## src/rtl/attn_score_seq.sv

```systemverilog
// Attention score sequencer: loads a query, streams keys into an external MAC, emits one saturated score per key.
// Score valid 3 cycles after the last key element; in_rdy low while draining/emitting, score held until score_rdy.
module attn_score_seq #(
  parameter int DW     = 8,
  parameter int N_FEAT = 4,
  parameter int N_KEYS = 4,
  parameter int ACC_W  = 17,
  parameter int SHIFT  = 1
) (
  input  logic                      clk,
  input  logic                      rst,
  input  logic [DW-1:0]             in_data,
  input  logic                      in_vld,
  output logic                      in_rdy,
  output logic                      mac_clr,
  output logic                      mac_en,
  output logic [DW-1:0]             mac_op_a,
  output logic [DW-1:0]             mac_op_b,
  input  logic [ACC_W-1:0]          mac_acc,
  output logic [DW-1:0]             score_data,
  output logic                      score_vld,
  input  logic                      score_rdy,
  output logic [$clog2(N_KEYS)-1:0] key_idx,
  output logic                      frame_done
);

  localparam int FW = (N_FEAT > 1) ? $clog2(N_FEAT) : 1;
  localparam int KW = $clog2(N_KEYS);
  localparam logic [FW-1:0] FEAT_LAST = FW'(N_FEAT - 1);
  localparam logic [KW-1:0] KEY_LAST  = KW'(N_KEYS - 1);
  localparam logic signed [ACC_W-1:0] SAT_MAX = ACC_W'((1 << (DW - 1)) - 1);
  localparam logic signed [ACC_W-1:0] SAT_MIN = ~SAT_MAX;

  typedef enum logic [2:0] {
    LOAD_Q,
    LOAD_K,
    DRAIN_A,
    DRAIN_B,
    EMIT
  } state_t;

  state_t                  state, state_nxt;
  logic [FW-1:0]           feat_cnt, feat_nxt;
  logic [KW-1:0]           key_nxt;
  logic [DW-1:0]           q [N_FEAT];
  logic                    q_we;
  logic                    in_xfer;
  logic                    score_xfer;
  logic                    in_rdy_nxt;
  logic                    clr_nxt;
  logic                    en_nxt;
  logic                    vld_nxt;
  logic                    done_nxt;
  logic [DW-1:0]           op_a_nxt;
  logic [DW-1:0]           op_b_nxt;
  logic [DW-1:0]           score_nxt;
  logic signed [ACC_W-1:0] acc_sh;
  logic [DW-1:0]           acc_sat;

  // in_rdy is only ever high in LOAD_Q/LOAD_K, so a transfer implies one of those states
  assign in_xfer    = in_vld & in_rdy;
  assign score_xfer = score_vld & score_rdy;
  assign acc_sh     = $signed(mac_acc) >>> SHIFT;

  always_comb begin
    acc_sat = acc_sh[DW-1:0];
    if (acc_sh > SAT_MAX) begin
      acc_sat = {1'b0, {(DW-1){1'b1}}};
    end else if (acc_sh < SAT_MIN) begin
      acc_sat = {1'b1, {(DW-1){1'b0}}};
    end
  end

  always_comb begin
    state_nxt = state;
    feat_nxt  = feat_cnt;
    key_nxt   = key_idx;
    q_we      = 1'b0;
    op_a_nxt  = mac_op_a;
    op_b_nxt  = mac_op_b;
    score_nxt = score_data;
    clr_nxt   = 1'b0;
    en_nxt    = 1'b0;
    done_nxt  = 1'b0;
    case (state)
      LOAD_Q: begin
        if (in_xfer) begin
          q_we = 1'b1;
          if (feat_cnt == FEAT_LAST) begin
            feat_nxt  = '0;
            state_nxt = LOAD_K;
            clr_nxt   = 1'b1;
          end else begin
            feat_nxt = feat_cnt + FW'(1);
          end
        end
      end
      LOAD_K: begin
        if (in_xfer) begin
          op_a_nxt = q[feat_cnt];
          op_b_nxt = in_data;
          en_nxt   = 1'b1;
          if (feat_cnt == FEAT_LAST) begin
            feat_nxt  = '0;
            state_nxt = DRAIN_A;
          end else begin
            feat_nxt = feat_cnt + FW'(1);
          end
        end
      end
      DRAIN_A: state_nxt = DRAIN_B;
      DRAIN_B: begin
        // mac_acc now includes the final product issued in DRAIN_A
        score_nxt = acc_sat;
        state_nxt = EMIT;
      end
      EMIT: begin
        if (score_xfer) begin
          if (key_idx == KEY_LAST) begin
            key_nxt   = '0;
            state_nxt = LOAD_Q;
            done_nxt  = 1'b1;
          end else begin
            key_nxt   = key_idx + KW'(1);
            state_nxt = LOAD_K;
            clr_nxt   = 1'b1;
          end
        end
      end
      default: state_nxt = LOAD_Q;
    endcase
    in_rdy_nxt = (state_nxt == LOAD_Q) || (state_nxt == LOAD_K);
    vld_nxt    = (state_nxt == EMIT);
  end

  always_ff @(posedge clk) begin
    if (rst) begin
      state      <= LOAD_Q;
      feat_cnt   <= '0;
      key_idx    <= '0;
      in_rdy     <= 1'b0;
      mac_clr    <= 1'b0;
      mac_en     <= 1'b0;
      mac_op_a   <= '0;
      mac_op_b   <= '0;
      score_data <= '0;
      score_vld  <= 1'b0;
      frame_done <= 1'b0;
      for (int i = 0; i < N_FEAT; i++) begin
        q[i] <= '0;
      end
    end else begin
      state      <= state_nxt;
      feat_cnt   <= feat_nxt;
      key_idx    <= key_nxt;
      in_rdy     <= in_rdy_nxt;
      mac_clr    <= clr_nxt;
      mac_en     <= en_nxt;
      mac_op_a   <= op_a_nxt;
      mac_op_b   <= op_b_nxt;
      score_data <= score_nxt;
      score_vld  <= vld_nxt;
      frame_done <= done_nxt;
      if (q_we) begin
        q[feat_cnt] <= in_data;
      end
    end
  end

endmodule
```

## config.mk

```make
export PLATFORM = sky130hd
export DESIGN_NAME = attn_score_seq
export DESIGN_NICKNAME = d
export VERILOG_FILES = /design/src/rtl/attn_score_seq.sv
export SDC_FILE = /design/constraint.sdc
export NUM_CORES = 1
export LEC_CHECK = 0
export ABC_AREA = 1
export CORE_MARGIN = 1
export CORE_UTILIZATION = 40
export CTS_CLUSTER_SIZE = 20
export DETAILED_ROUTE_END_ITERATION = 7
export GPL_ROUTABILITY_DRIVEN = 0
export HOLD_SLACK_MARGIN = 0.15
export SETUP_SLACK_MARGIN = 0.05
export SLEW_MARGIN = 40
export SYNTH_ARGS = -nofsm -noshare
export SYNTH_HDL_FRONTEND = slang
export SYNTH_SLANG_ARGS = --single-unit
```

## constraint.sdc

```tcl
create_clock -name clk -period 2 [get_ports clk]
set_input_delay 0.4 -clock clk [delete_from_list [all_inputs] [get_ports clk]]
set_output_delay 0.4 -clock clk [all_outputs]
set_load 0.01 [all_outputs]
```

==> summary.md <==
| Metric | Value |
|---|---|
| Root Buffer | `clkbuf_8` |
| Max_cap viols | `0` |
| First drt pass iteration count | `5` |
| Fill cells | `659` |
| Number of remaining DRC errors | `0` |
| IO Count | `60` |
| Yosys reg bits | `68` |
| Worst skew pair latency | `0.34 ns` |
| Syn Area/Cell | `8.73 sq um` |
| Antenna violations before repair | `0` |
| Nature of the critical path endpoint | `flip-flop` |
| Worst slew pin tran | `0.433 ns` |
| Post-CTS Setup Inserts | `0` |
| Skew final | `0.0111 ns` |
| Layout cells sized above 1 | `0.109` |
| CP Capture Point | `q[1][0]$_SDFFCE_PN0P_` |
| CTS tree | `done` |
| Synth Warn # | `0` |
| Pwr dens | `749 nW/um^2` |
| Area leader, netlist | `edfxtp_1` |
| Crit path DAT | `1.75 ns` |
| Dpl cells | `492` |
| First DRT Iteration DRCs | `111` |
| Cells after synthesis | `332` |
| Fin. Hold Viols | `0` |
| Critical Path Source | `in_vld` |
| FF-to-FF End | `q[1][0]$_SDFFCE_PN0P_` |
| Layout Nets | `438` |
| Unique masters post-synth | `24` |
| Die Width | `87.1 um` |
| Static Leak | `1.63 nW` |
| Reg2Reg Setup Slack | `0.48 ns` |
| Detailed Route WL | `6070 um` |
| Via-to-Cell Ratio | `4.66` |
| TritonCTS Buffers | `9` |
| Avg WL per Cell | `12.0 um` |
| Critical path class | `input port to flip-flop` |
| Final WS setup | `0.308 ns` |
| Die ar. | `7590 sq um` |
| ANT cells | `0` |
| Worst slew margin | `0.711` |
| Multi-input gate area | `1020 sq um` |
| Tmin final | `1.69 ns` |
| Pins Over Slew Limit | `0` |
| CTS resizes | `0` |
| Synth top area cells | `edfxtp_1 (33%), dfxtp_1 (25%), nor2_1 (11%)` |
| Hold_buf cts | `0` |
| H-tree depth | `3` |
| Maximum vdd drop | `462 uV` |
| Worst r2r src | `state[2]$_SDFF_PP0_` |
| Proportion of netlist area held by the largest area contributor | `0.332` |
| Reg2reg path depth | `8` |
| GRT overflow | `0` |
| CP required | `2.06 ns` |
| Critical path peak fanout | `8` |
| CTS sink cnt | `68` |
| GRT Resource Usage Total | `0.179` |
| Max Root-Sink Buffers | `2` |
| Setup violations, final | `0` |
| Syn nets | `363` |
| Dpl ws | `-0.0443 ns` |
| Placeable Area | `6910 sq um` |
| RSZ-0062 raised after global routing | `false` |
| Hold Crit Class | `flip-flop to flip-flop` |
| Non-filler cells, final | `508` |
| Area Growth Syn to Fin | `35.6%` |
| Die extent in y | `87.1 um` |
| Hold_sp | `score_data[7]$_SDFFE_PP0N_` |
| Post-Syn Area | `2900 sq um` |
| FF/Latch Area | `1680 sq um` |
| Design Power | `0.00294 W` |
| Largest net degree at the start of global routing | `29` |
| Status | `finished, final reports clean` |
| Initial core utilization | `0.420` |
| Post-synthesis sequential area ratio | `0.580` |
| Vias in the first global route | `2197` |
| Row count | `30` |
| Crit start category | `input port` |
| Global-route wire length before repair | `10200 um` |
| Clock-pin transition on the worst setup and hold timing paths | `0.08 ns` |
| Hpwl dp | `4440 um` |
| Antenna Nets Post-Route | `0` |
| Port bufs | `58` |
| Ratio of final minimum period to clock period | `0.846` |
| F_max | `591 MHz` |
| Vias | `2369` |
stage by stage:
stage	setup TNS [ns]	hold WS, ns	area (sq um)	utilization
2_1_floorplan	0	0.489	2900	-
3_3_place_gp	-0.319	0.466	3710	0.538
3_5_place_dp	-0.466	0.469	3710	0.538
4_1_cts	0	0.480	3930	0.569
5_1_grt	0	0.495	3930	0.569
6_report	0	0.472	3930	0.569
worst min-delay path by stage:
stage | cells after the start | endpoint | slack (ns)
6_report | 2 | score_data[7]$_SDFFE_PP0N_ | 0.47
5_1_grt | 2 | score_data[7]$_SDFFE_PP0N_ | 0.49
4_1_cts | 2 | score_data[7]$_SDFFE_PP0N_ | 0.48
3_5_place_dp | 2 | score_data[7]$_SDFFE_PP0N_ | 0.47
3_3_place_gp | 2 | score_data[7]$_SDFFE_PP0N_ | 0.47
2_1_floorplan | 2 | score_data[7]$_SDFFE_PP0N_ | 0.49
routing by layer:
| layer | vias up | track usage | share of wire | wire (um) |
|---|---|---|---|---|
| li1 | 1236 | - | - | - |
| met1 | 1066 | 0.246 | 0.50 | 3040 |
| met2 | 62 | 0.262 | 0.42 | 2550 |
| met3 | 5 | 0.0540 | 0.064 | 389 |
| met4 | 0 | 0.0760 | 0.015 | 91 |
| met5 | - | 0 | 0 | 0 |
flip-flops by register name, indices dropped and copies added, names as in the netlist, 2 cells and up:
name / cells
mac_op_a: 8
score_data: 8
state: 3
q: 32
feat_cnt: 2
key_idx: 2
mac_op_b: 8
area by class of cell:
class,instances,share of cell area
clock buffer,10,0.0379
multi-input combinational,221,0.260
sequential,68,0.428
timing repair buffer,78,0.199
clock inverter,6,0.0172
inverter,29,0.0277
tap,96,0.0306
Yosys cell counts:
cell type and instances:
nor2_2 1, nor3_1 4, nand4_1 1, inv_1 28, o21ai_1 2, nand3_1 12, nand2_4 4, buf_2 5
a21oi_1 24, nor2_4 2, nor2_8 1, o21a_1 1, clkinv_1 1, edfxtp_1 32, o21bai_1 1, o21ai_0 37
nand2_1 43, nand2_2 1, ha_1 2, nor2_1 85, clkbuf_1 6, dfxtp_1 36, buf_8 1, buf_6 2
worst max-delay path: stages:
cell	delay, ns
clkdlybuf4s50_1	0.45
nand2_1	0.08
inv_1	0.11
nand2_4	0.06
nor2_4	0.14
nand2_4	0.09
nor2_8	0.11
nand2_4	0.05
nand2_1	0.11
buf_12	0.13
power breakdown:
part,internal [W],leakage [nW],total [W],switching (W)
combinational,0.000117,0.895,0.000243,0.000126
sequential,0.00149,0.622,0.00151,0.0000166
clock,0.000658,0.112,0.00119,0.000533
total,0.00227,1.63,0.00294,0.000676
cell usage in the layout, fill, tap and decap left out, drive strengths merged:
| master | netlist | layout |
|---|---|---|
| nand3 | 12 | 12 |
| nand2 | 48 | 48 |
| dfxtp | 36 | 36 |
| buf | 8 | 20 |
| nor2 | 89 | 89 |
| nor3 | 4 | 4 |
| bufinv | 0 | 1 |
| ha | 2 | 2 |
| nand4 | 1 | 1 |
| inv | 28 | 30 |
| a21oi | 24 | 24 |
| clkdlybuf4s50 | 0 | 58 |
| edfxtp | 32 | 32 |
| o21ai | 39 | 39 |
| clkbuf | 6 | 10 |
| o21a | 1 | 1 |
| o21bai | 1 | 1 |
| clkinv | 1 | 4 |
cell families (layout without fill, tap and decap cells):
family          count (synthesis)  after routing  share of synthesized area
compound gates                 65             65                      0.114
fa+ha+maj                       2              2                    0.00863
buf+inv                        43            123                     0.0669
flops                          68             68                      0.580
simple gates                  154            154                      0.230
Note: power is estimated with default switching activity, not from simulation.
